$ cat src/rtl/program_loader.sv
// Serial program loader: parses sync/count/data/checksum frames from a byte stream,
// writes 16-bit words into program memory and holds the CPU in reset until a good frame lands.
module program_loader #(
    parameter int          ADDR_WIDTH     = 11,
    parameter logic [7:0]  SYNC_BYTE      = 8'hA5,
    parameter int          RELEASE_CYCLES = 4
) (
    input  logic                  CLOCK_i,
    input  logic                  RESET_i,
    input  logic [7:0]            BYTE_i,
    input  logic                  BYTE_VALID_i,
    output logic                  BYTE_READY_o,
    output logic                  PMEM_WE_o,
    output logic [ADDR_WIDTH-1:0] PMEM_ADDR_o,
    output logic [15:0]           PMEM_DATA_o,
    output logic                  CPU_RESET_o,
    output logic                  DONE_o,
    output logic                  ERROR_o
);

    // state     | meaning
    // S_IDLE    | hunting for the sync byte
    // S_CNT_HI  | expecting word count high byte (only [2:0] legal)
    // S_CNT_LO  | expecting word count low byte
    // S_DATA_HI | expecting instruction high byte
    // S_DATA_LO | expecting instruction low byte
    // S_CHECK   | expecting checksum byte
    // S_RELEASE | good frame, counting down before releasing the CPU
    // S_RUN     | CPU running the loaded program
    // S_ERR     | malformed frame, waiting for a new sync byte
    typedef enum logic [3:0] {
        S_IDLE, S_CNT_HI, S_CNT_LO, S_DATA_HI, S_DATA_LO,
        S_CHECK, S_RELEASE, S_RUN, S_ERR
    } state_t;

    localparam int TW = (RELEASE_CYCLES > 1) ? $clog2(RELEASE_CYCLES) : 1;

    state_t                state_q, state_d;
    logic [2:0]            cnt_hi_q, cnt_hi_d;
    logic [10:0]           rem_q, rem_d;
    logic [ADDR_WIDTH-1:0] addr_q, addr_d;
    logic [7:0]            hi_q, hi_d;
    logic [15:0]           data_q, data_d;
    logic                  we_q, we_d;
    logic [7:0]            sum_q, sum_d;
    logic [TW-1:0]         tmr_q, tmr_d;
    logic                  accept;

    assign BYTE_READY_o = (state_q != S_RELEASE);
    assign accept       = BYTE_VALID_i && BYTE_READY_o;
    assign CPU_RESET_o  = (state_q != S_RUN);
    assign DONE_o       = (state_q == S_RUN);
    assign ERROR_o      = (state_q == S_ERR);
    assign PMEM_WE_o    = we_q;
    assign PMEM_ADDR_o  = addr_q;
    assign PMEM_DATA_o  = data_q;

    always_comb begin
        state_d  = state_q;
        cnt_hi_d = cnt_hi_q;
        rem_d    = rem_q;
        addr_d   = addr_q;
        hi_d     = hi_q;
        data_d   = data_q;
        we_d     = 1'b0;
        sum_d    = sum_q;
        tmr_d    = tmr_q;
        // Address advances in the cycle its write is presented.
        if (we_q) addr_d = addr_q + ADDR_WIDTH'(1);
        case (state_q)
            S_IDLE, S_RUN, S_ERR: begin
                if (accept && BYTE_i == SYNC_BYTE) state_d = S_CNT_HI;
            end
            S_CNT_HI: begin
                if (accept) begin
                    if (BYTE_i[7:3] != 5'd0) begin
                        state_d = S_ERR;
                    end else begin
                        cnt_hi_d = BYTE_i[2:0];
                        state_d  = S_CNT_LO;
                    end
                end
            end
            S_CNT_LO: begin
                if (accept) begin
                    rem_d   = {cnt_hi_q, BYTE_i};
                    addr_d  = '0;
                    sum_d   = 8'd0;
                    state_d = (rem_d == 11'd0) ? S_CHECK : S_DATA_HI;
                end
            end
            S_DATA_HI: begin
                if (accept) begin
                    hi_d    = BYTE_i;
                    sum_d   = sum_q + BYTE_i;
                    state_d = S_DATA_LO;
                end
            end
            S_DATA_LO: begin
                if (accept) begin
                    data_d  = {hi_q, BYTE_i};
                    we_d    = 1'b1;
                    sum_d   = sum_q + BYTE_i;
                    rem_d   = rem_q - 11'd1;
                    state_d = (rem_q == 11'd1) ? S_CHECK : S_DATA_HI;
                end
            end
            S_CHECK: begin
                if (accept) begin
                    if (BYTE_i == sum_q) begin
                        tmr_d   = TW'(RELEASE_CYCLES - 1);
                        state_d = S_RELEASE;
                    end else begin
                        state_d = S_ERR;
                    end
                end
            end
            S_RELEASE: begin
                if (tmr_q == '0) state_d = S_RUN;
                else             tmr_d   = tmr_q - TW'(1);
            end
            default: state_d = S_IDLE;
        endcase
    end

    always_ff @(posedge CLOCK_i) begin
        if (RESET_i) begin
            state_q  <= S_IDLE;
            cnt_hi_q <= 3'd0;
            rem_q    <= 11'd0;
            addr_q   <= '0;
            hi_q     <= 8'd0;
            data_q   <= 16'd0;
            we_q     <= 1'b0;
            sum_q    <= 8'd0;
            tmr_q    <= '0;
        end else begin
            state_q  <= state_d;
            cnt_hi_q <= cnt_hi_d;
            rem_q    <= rem_d;
            addr_q   <= addr_d;
            hi_q     <= hi_d;
            data_q   <= data_d;
            we_q     <= we_d;
            sum_q    <= sum_d;
            tmr_q    <= tmr_d;
        end
    end

endmodule
$ cat config.mk
export PLATFORM = sky130hd
export DESIGN_NAME = program_loader
export DESIGN_NICKNAME = d
export VERILOG_FILES = /design/src/rtl/program_loader.sv
export SDC_FILE = /design/constraint.sdc
export NUM_CORES = 1
export LEC_CHECK = 0
export BUFFER_PORTS_ARGS = -buffer_cell sky130_fd_sc_hd__buf_2
export CAP_MARGIN = 20
export CORE_ASPECT_RATIO = 1.4
export CORE_UTILIZATION = 45
export CTS_BUF_LIST = sky130_fd_sc_hd__clkbuf_2 sky130_fd_sc_hd__clkbuf_4 sky130_fd_sc_hd__clkbuf_8
export DETAILED_ROUTE_END_ITERATION = 8
export PLACE_DENSITY = 0.73
export SETUP_SLACK_MARGIN = 0.4
export SLEW_MARGIN = 20
export SYNTH_ARGS = -nofsm -noshare
export SYNTH_HDL_FRONTEND = slang
export SYNTH_SLANG_ARGS = --single-unit
$ cat constraint.sdc
create_clock -name CLOCK_i -period 2.5 [get_ports CLOCK_i]
set_input_delay 0 -clock CLOCK_i [delete_from_list [all_inputs] [get_ports CLOCK_i]]
set_output_delay 0 -clock CLOCK_i [all_outputs]
set_load 0.01 [all_outputs]
### Yosys cells after proc, flatten, opt, wreduce, memory -nomap -nowiden

Index checks and enable logic that the tools add are counted.

* word-level logic and storage cells: 83
* output and inout port bits: 32
* register bits: 64

* mux-type cells: 26
* reduce and logical (&&, ||, !) cells: 19
* bitwise operators: 2
* eq/ne operators: 23
* $add $sub $neg: 4

Operators with widths (count)
* 11-bit two-way mux: 5
* 4-bit two-way mux: 9
* 4-bit one-hot mux with 7 select lines: 1
* 11-bit one-hot mux with 2 select lines: 1
* 2-bit != test (second input constant): 9
* 4-bit by 3-bit equality test with 1-bit output (second input constant): 4
* 8-bit two-way mux: 2
* 8-bit one-hot mux with 2 select lines: 1
* 11-bit by 1-bit adder with 11-bit output (second input constant): 1
* 11-bit by 1-bit equality test with 1-bit output (second input constant): 1
* 11-bit zero test: 1
* 11-bit by 1-bit subtractor with 11-bit output (second input constant): 1
* 3-bit AND reduction: 3
* 8-bit adder: 1
* 4-bit by 2-bit equality test with 1-bit output (second input constant): 2
* 8-bit equality test: 1
* 8-bit equality test (second input constant): 1
* 4-bit by 3-bit != test with 1-bit output (second input constant): 2
* 7-bit AND reduction: 1
* 2-bit two-way mux: 3
* 3-bit two-way mux: 2
* 2-bit nonzero test: 3
* 5-bit nonzero test: 1
* 4-bit by 1-bit equality test with 1-bit output (second input constant): 1
* other kinds (13): 17

### Logic depth before layout (Yosys ltp)

Gate-level depths: netlist (run 1).

* word-level depth: 5
* depth in mapped cells: 7
* gate-level depth less buffers: 7

### Worst setup path after synthesis (run 1)

No wires, ideal clock.

* path type: reg-to-reg
* start: register sum_q[3]
* end: register state_q[2]
* data required time: 2.412 ns
* data arrival time: 2.064 ns
* setup slack: 0.348 ns
* path buffers: 0
* stages on the path, launching flop included: 7
* setup time: 0.088 ns
* cell sequence: dfxtp_1 -> ha_1 -> or4_4 -> or4_4 -> a21oi_2 -> o21ai_1 -> a311oi_2

* cells in the longest elaborated chain, start to end: 4

Ends and longest elaborated chain
* start, declared: RTL line 45 `logic [7:0] sum_q, sum_d;`
* start signal, assigned: RTL line 145 `sum_q <= sum_d;`
* 8-bit equality test: RTL line 110 `if (BYTE_i == sum_q) begin`
* 4-bit two-way mux: RTL line 110
* 4-bit two-way mux: RTL line 109 `if (accept) begin`
* 4-bit one-hot mux with 7 select lines: RTL line 70 `case (state_q)`
* end signal, assigned: RTL line 138 `state_q <= state_d;`
* end, declared: RTL line 38 `state_t state_q, state_d;`

No other way between the ends. The select of a mux whose other input is x is not followed.
A chain may end at the register's enable or synchronous reset.

### Worst setup path after layout (run 1)

Ends and elaborated chain as after synthesis.

==> results.md, run 1 <==
- Outcome: finished clean
- Max Transition Viols Final: 0
- Clk root buf: sky130_fd_sc_hd__clkbuf_8
- Clock Sinks: 64
- Final routed DRC violation total: 0
- Area fraction in compound gates after synthesis: 19.8%
- Number of diodes: 0
- Die Span Y: 104 um
- Share of synthesized registers carrying an async set or reset: 0%
- Max transition margin: 52.7%
- Sum Neg Setup Slack: 0 ps
- Kind of end point of the critical path: flop
- Number of global-route vias before repair: 2883
- Path category of the worst min-delay check: in -> reg
- Critical path class: reg -> reg
- CP cell instances: ha_4, or4_4, or4_4, a21oi_2, o21ai_1, a311oi_2
- Wire length of the first global-routing pass: 13.6 mm
- Pin count of the biggest net entering global routing: 29
- Clock transition time at the flip-flop clock pins of the worst setup and hold paths: 80 ps
- Post-DP HPWL: 5.59 mm
- Full die area: 7760 sq um
- Worst-case vdd ir drop: 0.476 mV
- Number of search-and-repair iterations in the first detailed-routing pass: 4
- Share of post-route cells with drive strength above 1: 20.7%
- Number of buffers created by CTS: 9
- Mux contribution to synthesized area: 3.60%
- First DRT Iteration DRCs: 128
- Xor and xnor fraction of the mapped netlist area: 4.17%
- Most common library cell in the layout ignoring fill and taps: sky130_fd_sc_hd__dfxtp_1
- TritonCTS clock tree: yes
- Data arrival time of the critical path: 2460 ps
- Clock insertion delay at the later pin of the skew report: 350 ps
- Combined global-route utilization of all metal layers: 22.4%
- Largest fanout on the critical path: 3
- WHS: 9.42 ps
- Max Root-Sink Buffers: 2
- ANT nets after route: 0
- Measured slew at the worst slew-check pin: 703 ps
- Sequential fraction of the synthesis area: 38.5%
- Power density relative to cell area: 614 nW/um^2
- Switch share: 28.1%
- Total routed wirelength: 8.12 mm
- Number of failing setup endpoints in the final timing report: 0
- Peak per-stage delay on the critical path: 550 ps
- Cell internal power dissipation: 1750 uW
- Post-synthesis adder-cell area fraction: 4.73%
- H-tree levels: 3
- Buffers on Ports: 42
- Leakage power: 0.00157 uW
- Unrepaired setup endpoints after global routing: yes
- Area grow syn2layout: 19.0%
- MaxCap Viol Count: 0
- Worst path most repeated cell: sky130_fd_sc_hd__or4_4
- Initial standard-cell utilization of the core: 47.1%
- Main flop type after synthesis: sky130_fd_sc_hd__dfxtp_1
- Standard-cell row count: 36
- Switching component of the power: 683 uW
- Part of the cycle the worst path needs: 88.6%
- Post-Synthesis Net Count: 430
- Required time worst endpoint: 2750 ps
- Antenna violations before repair: 0
- Post-synth design cell area: 3330 sq um
- Relative contribution of the clock network to total power: 41.1%
- Final Hold Vio Count: 0
- Post-Synth Simple-Gate Area: 24.8%
- Count of nets after finishing: 476
- Total core area: 7070 sq um
- Type of element launching the critical path: flop
- Aggregate global routing overflow: 0
- GP Congestion: 0.872
- Number of distinct library cell variants in the gate-level netlist after synthesis: 59
- Die X: 74.7 um
- Number of warnings reported in the yosys synthesis log: 0
- Highest clock frequency the design can meet: 451 MHz
- Critical Path Slowest Stage Cell: sky130_fd_sc_hd__or4_4
- Post-synthesis cell count: 407
- Average cell area after synthesis: 8.19 sq um
- Largest family of logic cells by synthesized area: simple AND/OR/NAND/NOR gates
- Number of register bits inferred by synthesis: 64
- Vias post-DR: 3144
- Utilization after layout: 56.1%
- Average via count per standard cell: 5.69
- Clock Skews: 11.2 ps
- Gate power share: 15.1%
- DR WL/cell: 14.7 um
- Highest-count cells in the layout ignoring fill and taps: 61 x sky130_fd_sc_hd__dfxtp_1, 54 x sky130_fd_sc_hd__nor2_1, 52 x sky130_fd_sc_hd__nand2_1, 42 x sky130_fd_sc_hd__buf_2, 36 x sky130_fd_sc_hd__a21oi_1
- Post-synth EDFFs: 0
- Number of I/O pins: 43
- PnR Total Power: 2430 uW
- Sequential power share: 43.8%
- Final critical delay including setup and external delays: 2220 ps
==> path summary, 6_finish.rpt <==
kind	from	endpoint	slack, ps	cells after the start
worst max-delay path	sum_q[3]	state_q[2]	280	6
worst min-delay path	BYTE_i[3]	PMEM_DATA_o[3]	9	3
worst max register to register	sum_q[3]	state_q[2]	280	6
worst min register to register	hi_q[5]	PMEM_DATA_o[13]	450	2
==> final cells by class <==
type / count / area [sq um]
inverters: 8 / 30.0
flip-flops and latches: 64 / 1280
well taps: 95 / 119
clock buffers: 9 / 124
clock inverters: 7 / 103
multi-input cells: 312 / 1960
repair buffers: 58 / 342
fillers: 661 / 3110
==> sequential cells by signal (all words and copies together), names as in the netlist <==
signal	cells
rem_q	11
cnt_hi_q	3
state_q	4
hi_q	8
PMEM_DATA_o	16
sum_q	8
tmr_q	2
PMEM_ADDR_o	11
PMEM_WE_o	1
==> metrics by stage <==
stage	cells	worst slack [ps]	cell area, sq um
after floorplan	407	420	3360
after global placement	531	389	3650
after detailed placement	531	331	3650
after CTS	551	287	3930
after global routing	553	244	3970
final	553	284	3970
==> synth_stat cells, types with 6 or more instances <==
cell type | count | area [sq um]
sky130_fd_sc_hd__nor2b_1 | 6 | 37.5
sky130_fd_sc_hd__clkbuf_1 | 13 | 48.8
sky130_fd_sc_hd__a22oi_1 | 7 | 52.6
sky130_fd_sc_hd__nand3_1 | 15 | 75.1
sky130_fd_sc_hd__nand4_1 | 7 | 43.8
sky130_fd_sc_hd__inv_1 | 7 | 26.3
sky130_fd_sc_hd__mux2i_1 | 12 | 120
sky130_fd_sc_hd__nor3_1 | 9 | 45.0
sky130_fd_sc_hd__nor2_1 | 54 | 203
sky130_fd_sc_hd__xor2_1 | 8 | 70.1
sky130_fd_sc_hd__ha_1 | 11 | 138
sky130_fd_sc_hd__dfxtp_1 | 64 | 1280
sky130_fd_sc_hd__xnor2_1 | 6 | 52.6
sky130_fd_sc_hd__o21ai_1 | 13 | 65.1
sky130_fd_sc_hd__a21oi_1 | 36 | 180
sky130_fd_sc_hd__nand2_1 | 52 | 195
==> power groups by stage <==
stage               logic [uW]  registers, uW  clock network, uW
global route               408           1070               1070
finish                     367           1070               1000
global placement           342           1090                  0
detailed placement         348           1090                  0
floorplan                  273           1080                  0
CTS                        357           1060               1030
==> layer usage <==
metal / part of all wire [%] / global-route usage [%]
met1: 39 / 26.0
met2: 52 / 38.1
met3: 5.3 / 4.47
met4: 2.8 / 10.9
met5: 0 / 0
==> critical path: cells and delay by family, from the launching register on <==
| family | cells | cell delay [ps] |
|---|---|---|
| AOI/OAI and AO/OA | 3 | 470 |
| adders and majority gates | 1 | 220 |
| DFF | 1 | 340 |
| and+or+nand+nor | 2 | 1090 |
==> cells by family (layout without fill, tap and decap cells) <==
logic type      Yosys count  count (layout)
compound gates          100             100
xor+xnor                 15              15
fa+ha+maj                12              12
buf+inv                  31              82
flops                    64              64
mux                      12              12
simple gates            173             173
==> what timing repair did <==
action / 4_1_cts / 5_1_grt
pin swaps: 2 / 3
gates resized for setup: 3 / 5
hold endpoints to repair: 5 / 0
buffers inserted: 1 / 2
hold buffers: 3 / 0
endpoints found under the setup margin: 3 / 4
Power figures use the tool's default switching activity.
==> run 2: changes to the inputs <==
clock period = 2.8 ns   (was 2.5 ns; I/O delays follow)
==> results.md, run 2 (same netlist as run 1, synthesis figures left out) <==
- GP Congestion: 0.914 (+4.9%)
- Area of placed instances: 3610 sq um (-1.1%)
- Number of buffers created by CTS: 9 (unchanged)
- Final routed DRC violation total: 0 (unchanged)
- Met1 layer usage reported by global route: 26.4% (+0.43 points)
- Clk root buf: sky130_fd_sc_hd__clkbuf_8
- Die X: 74.7 um (unchanged)
- GR peak layer: met2
- Total routed wirelength: 8.12 mm (about the same)
- Worst setup path start: BYTE_i[3]
- Sum Neg Setup Slack: 0 ps (unchanged)
- Number of search-and-repair iterations in the first detailed-routing pass: 4 (unchanged)
- Initial standard-cell utilization of the core: 47.1% (unchanged)
- Full die area: 7760 sq um (unchanged)
- First DRT Iteration DRCs: 120 (-6.3%)
- Largest fanout on the critical path: 6 (+3)
- Max Transition Viols Final: 0 (unchanged)
- Data arrival time of the critical path: 2530 ps (+70 ps)
- Die Span Y: 104 um (unchanged)
- Total core area: 7070 sq um (unchanged)
- Average via count per standard cell: 5.67 (-0.33%)
- Clock insertion delay at the later pin of the skew report: 350 ps (about the same)
- Max Root-Sink Buffers: 2 (unchanged)
- Worst-case vdd ir drop: 0.376 mV (-21%)
- Max transition margin: 50.2% (-2.5 points)
- Combined global-route utilization of all metal layers: 22.6% (+0.12 points)
- R2r startpoint: sum_q[3]
- Type of element launching the critical path: input port
- Number of failing setup endpoints in the final timing report: 0 (unchanged)
- Antenna violations before repair: 0 (unchanged)
- Unrepaired setup endpoints after global routing: no
- Buffers on Ports: 42 (unchanged)
- Kind of end point of the critical path: flop
- Vias post-DR: 3111 (-1.0%)
- H-tree levels: 3 (unchanged)
- Most common library cell in the layout ignoring fill and taps: sky130_fd_sc_hd__dfxtp_1
- Min-delay src: BYTE_i[4]
- Area grow syn2layout: 16.4%
- Highest-count cells in the layout ignoring fill and taps: 64 x sky130_fd_sc_hd__dfxtp_1, 54 x sky130_fd_sc_hd__nor2_1, 52 x sky130_fd_sc_hd__nand2_1, 42 x sky130_fd_sc_hd__buf_2, 36 x sky130_fd_sc_hd__a21oi_1
- Final Hold Vio Count: 0 (unchanged)
- Clock Sinks: 64 (unchanged)
- TritonCTS clock tree: yes
- Clock Skews: 9.19 ps (-2.05 ps)
- Pin count of the biggest net entering global routing: 39 (+34%)
- Measured slew at the worst slew-check pin: 740 ps (+36.6 ps)
- CP cell instances: dlygate4sd3_1, buf_2, ha_2, or4_4, or4_4, a21oi_2, o21ai_1, a311oi_2
- Share of post-route cells with drive strength above 1: 18.1% (-2.7 points)
- Final critical delay including setup and external delays: 2270 ps
- Wire length of the first global-routing pass: 13.7 mm (+0.71%)
- ANT nets after route: 0 (unchanged)
- Number of flip-flops under the largest register name: 16 (unchanged)
- Met3 usage: 3.70% (-0.78 points)
- Leakage power: 0.00154 uW (-1.7%)
- Count of nets after finishing: 472 (-0.84%)
- Outcome: finished clean
- Required time worst endpoint: 3060 ps (+310 ps)
- Peak per-stage delay on the critical path: 560 ps (about the same)
- Power density relative to cell area: 562 nW/um^2 (-8.5%)
- Post-DP HPWL: 5.62 mm (+0.46%)
- Critical Path Slowest Stage Cell: sky130_fd_sc_hd__or4_4
- Met2 Usage GRT: 38.5% (+0.45 points)
- Number of global-route vias before repair: 3025 (+4.9%)
- Highest clock frequency the design can meet: 441 MHz
- Part of the cycle the worst path needs: 81.1%
- Utilization after layout: 54.8% (-1.2 points)
- Standard-cell row count: 36 (unchanged)
- Aggregate global routing overflow: 0 (unchanged)
- MaxCap Viol Count: 0 (unchanged)
- Number of I/O pins: 43 (unchanged)
- DR WL/cell: 14.8 um (+0.63%)
- Path category of the worst min-delay check: in -> reg
- Number of inserted filler cells in the final layout: 682 (+3.2%)
- Number of diodes: 0 (unchanged)
- Worst path most repeated cell: sky130_fd_sc_hd__or4_4
- Critical path class: in -> reg
- Clock transition time at the flip-flop clock pins of the worst setup and hold paths: 70 ps (about the same)
- Final design instance area without fill: 3880 sq um (-2.2%)
run 2: cell types whose count changed in the layout (fill, tap and decap cells not counted), moves of 2 or more:
cell                      delta
sky130_fd_sc_hd__buf_4       -4
sky130_fd_sc_hd__dfxtp_1     +3
sky130_fd_sc_hd__dfxtp_2     -3
sky130_fd_sc_hd__ha_1        +2
sky130_fd_sc_hd__ha_4        -3
run 2: repair_timing:
action                                 4_1_cts  5_1_grt
setup endpoints to repair                    0        1
resized for setup                            0        1
endpoints found under the hold margin        4        0
buffers inserted                             0        0
hold buffers                                 4        0
run 2: stage by stage:
stage,power [uW],hold slack (ps),setup WS (ps),std cells
2_1_floorplan,1200,136,648,407
3_3_place_gp,1270,320,585,529
3_5_place_dp,1280,326,549,529
4_1_cts,2180,2.79,475,549
5_1_grt,2260,22.1,461,549
6_report,2180,0.275,530,549
run 2: report_power, final:
group | switching [uW] | leakage [uW] | internal [uW]
clock | 402 | 0.000110 | 510
combinational | 193 | 0.000916 | 115
sequential | 29.3 | 0.000516 | 928
run 2: final timing paths:
| kind | slack (ps) | endpoint | cells past startpoint |
|---|---|---|---|
| hold reg to reg | 460 | PMEM_DATA_o[13] | 2 |
| setup reg to reg | 540 | state_q[2] | 6 |
| hold / removal | 0.3 | hi_q[4] | 3 |
| setup / recovery | 530 | state_q[2] | 8 |
run 2: layout make-up:
cell class | count | area (sq um) | area share [%]
multi-input combinational | 312 | 1910 | 49.3
sequential | 64 | 1280 | 33.0
timing repair buffer | 54 | 310 | 8.00
clock buffer | 9 | 124 | 3.19
tap | 95 | 119 | 3.07
clock inverter | 7 | 103 | 2.65
inverter | 8 | 30.0 | 0.774
run 2: per-layer routing:
metal / wire length (um) / share of wire (%)
met5: 0 / 0
met4: 201 / 2.5
met3: 337 / 4.2
met2: 4140 / 51
met1: 3430 / 42
run 2: worst max-delay path: cells and delay by family:
kind	cells	cell delay [ps]
and+or+nand+nor	2	1100
buffers and inverters	2	700
AOI/OAI and AO/OA	3	410
adders and majority gates	1	330
==> run 3: changes to the inputs <==
PLACE_DENSITY = 0.75   (was 0.73)
clock period = 1.89 ns   (was 2.8 ns; I/O delays follow)
==> results.md, run 3 (same netlist as run 1, synthesis figures left out) <==
- Kind of cell with the highest combined delay on the critical path: simple AND/OR/NAND/NOR gates
- Slack of the critical path: -289 ps (-819 ps)
- Antenna violations before repair: 0 (unchanged)
- Critical Path Slowest Stage Cell: sky130_fd_sc_hd__or4_4
- Number of flip-flops under the largest register name: 16 (unchanged)
- Number of search-and-repair iterations in the first detailed-routing pass: 5 (+1)
- FF+latch area: 1290 sq um (+0.68%)
- Full die area: 7760 sq um (unchanged)
- Utilization after layout: 60.9% (+6.1 points)
- Clock transition time at the flip-flop clock pins of the worst setup and hold paths: 80 ps (about the same)
- Final critical delay including setup and external delays: 2180 ps
- Final design instance area without fill: 4310 sq um (+11%)
- Max Transition Viols Final: 0 (unchanged)
- Clock Sinks: 64 (unchanged)
- ANT nets after route: 0 (unchanged)
- CP cell instances: ha_4, or4_4, or4_4, a21oi_2, o21ai_1, a311oi_2
- Setup slack, reg-to-reg: -290 ps (-830 ps)
- MaxCap Viol Count: 0 (unchanged)
- Die Span Y: 104 um (unchanged)
- Count of hold buffers inserted by post-cts repair: 0 (-4)
- WHS: 27.1 ps (+26.8 ps)
- Peak per-stage delay on the critical path: 560 ps (about the same)
- H-tree levels: 3 (unchanged)
- Type of element launching the critical path: flop
- Count of nets after finishing: 503 (+6.6%)
- Unrepaired setup endpoints after global routing: yes
- Outcome: finished, violations left
- Most common library cell in the layout ignoring fill and taps: sky130_fd_sc_hd__dfxtp_1
- Buffers on Ports: 42 (unchanged)
- Dpl ws: -249 ps (-798 ps)
- Part of the cycle the worst path needs: 115%
- Buffers & Inverters on Critical Path: 0 (-2)
- Final Hold Vio Count: 0 (unchanged)
- Area of the multi-input gates: 2060 sq um (+8.1%)
- Clk root buf: sky130_fd_sc_hd__clkbuf_8
- Number of failing setup endpoints in the final timing report: 5 (+5)
- DR WL/cell: 15.5 um (+5.0%)
- Measured slew at the worst slew-check pin: 431 ps (-309 ps)
- Number of buffers created by CTS: 9 (unchanged)
- R2r startpoint: sum_q[3]
- Final routed DRC violation total: 0 (unchanged)
- Wire length of the first global-routing pass: 14.9 mm (+8.4%)
- Worst flop-to-flop path endpoint: state_q[2]
- Max transition margin: 71.1% (+21 points)
- TritonCTS clock tree: yes
- Total core area: 7070 sq um (unchanged)
- Path category of the worst min-delay check: in -> reg
- Data arrival time of the critical path: 2450 ps (-80 ps)
- Power density relative to cell area: 807 nW/um^2 (+44%)
- Critical path class: reg -> reg
- Clock Skews: 11.3 ps (+2.09 ps)
- GP Congestion: 0.875 (-4.3%)
- Largest fanout on the critical path: 2 (-4)
- Leakage power: 0.00174 uW (+13%)
- Vias post-DR: 3307 (+6.3%)
- Max Root-Sink Buffers: 2 (unchanged)
- Share of post-route cells with drive strength above 1: 30.3% (+12 points)
- Required time worst endpoint: 2160 ps (-900 ps)
- Area of placed instances: 3900 sq um (+8.0%)
- Area grow syn2layout: 29.2%
- Worst path most repeated cell: sky130_fd_sc_hd__or4_4
- Die X: 74.7 um (unchanged)
- Initial standard-cell utilization of the core: 47.1% (unchanged)
- Number of diodes: 0 (unchanged)
- Kind of end point of the critical path: flop
- Worst-case vdd ir drop: 0.707 mV (+88%)
- Highest clock frequency the design can meet: 459 MHz
- First DRT Iteration DRCs: 153 (+28%)
- Clock insertion delay at the later pin of the skew report: 360 ps (about the same)
- Aggregate global routing overflow: 0 (unchanged)
- Pin count of the biggest net entering global routing: 39 (unchanged)
- Standard-cell row count: 36 (unchanged)
- Number of global-route vias before repair: 3231 (+6.8%)
- Number of inserted filler cells in the final layout: 594 (-13%)
- Highest-count cells in the layout ignoring fill and taps: 57 x sky130_fd_sc_hd__dfxtp_1, 52 x sky130_fd_sc_hd__nor2_1, 50 x sky130_fd_sc_hd__nand2_1, 42 x sky130_fd_sc_hd__buf_2, 40 x sky130_fd_sc_hd__buf_4
- Combined global-route utilization of all metal layers: 24.7% (+2.1 points)
- Number of I/O pins: 43 (unchanged)
- Total routed wirelength: 9.00 mm (+11%)
- Worst setup path endpoint: state_q[2]
- Violated checks: negative setup slack
- Worst Reg2Reg Path Length in Cells: 6 (unchanged)
- Average via count per standard cell: 5.70 (+0.62%)
- Worst setup path start: sum_q[3]
- Logic depth of the worst path, buffers included: 6 (-2)
- Post-DP HPWL: 6.10 mm (+8.5%)
## run 3: layout make-up
type                       instances  area share [%]
multi-input combinational        312            48.0
sequential                        64            30.0
timing repair buffer              85            12.8
clock inverter                     7            2.91
clock buffer                       9            2.88
tap                               95            2.76
inverter                           8           0.697
## run 3: worst min-delay path by stage
stage	startpoint	endpoint	slack [ps]	cells after the start
floorplan	BYTE_i[4]	PMEM_DATA_o[4]	140	2
global placement	RESET_i	rem_q[4]	380	2
detailed placement	RESET_i	PMEM_WE_o	390	2
CTS	RESET_i	PMEM_WE_o	20	2
global route	RESET_i	rem_q[3]	40	2
finish	RESET_i	PMEM_WE_o	30	2
## run 3: layer usage
layer,global-route usage (%),share of wire (%),wire (um),vias up
li1,-,-,-,1596
met1,27.7,40,3580,1569
met2,43.0,52,4680,119
met3,4.47,4.8,436,23
met4,12.4,3.5,314,0
met5,0,0,0,-
## run 3: what timing repair did
action	in CTS	in global routing
setup endpoints to repair	65	58
setup buffers	4	3
pin swaps	10	6
gates resized for setup	20	8
gates cloned	0	0
## run 3: worst register-to-register path, stage by stage (launching register included)
cell and delay, ps:
sky130_fd_sc_hd__dfxtp_2 340, sky130_fd_sc_hd__ha_4 240, sky130_fd_sc_hd__or4_4 530, sky130_fd_sc_hd__or4_4 560
sky130_fd_sc_hd__a21oi_2 140, sky130_fd_sc_hd__o21ai_1 90, sky130_fd_sc_hd__a311oi_2 190
## run 3: where the power goes
| part | switching [uW] | internal [uW] |
|---|---|---|
| Clock | 589 | 892 |
| Sequential | 36.3 | 1380 |
| Combinational | 331 | 249 |
## run 3: through the flow
| step | std cells | total power (uW) | TNS, ps |
|---|---|---|---|
| 5_1_grt | 580 | 3610 | -1330 |
| 6_report | 580 | 3470 | -1030 |
| 3_5_place_dp | 557 | 1970 | -797 |
| 4_1_cts | 577 | 3460 | -972 |
| 2_1_floorplan | 407 | 1820 | -432 |
| 3_3_place_gp | 557 | 1960 | -589 |
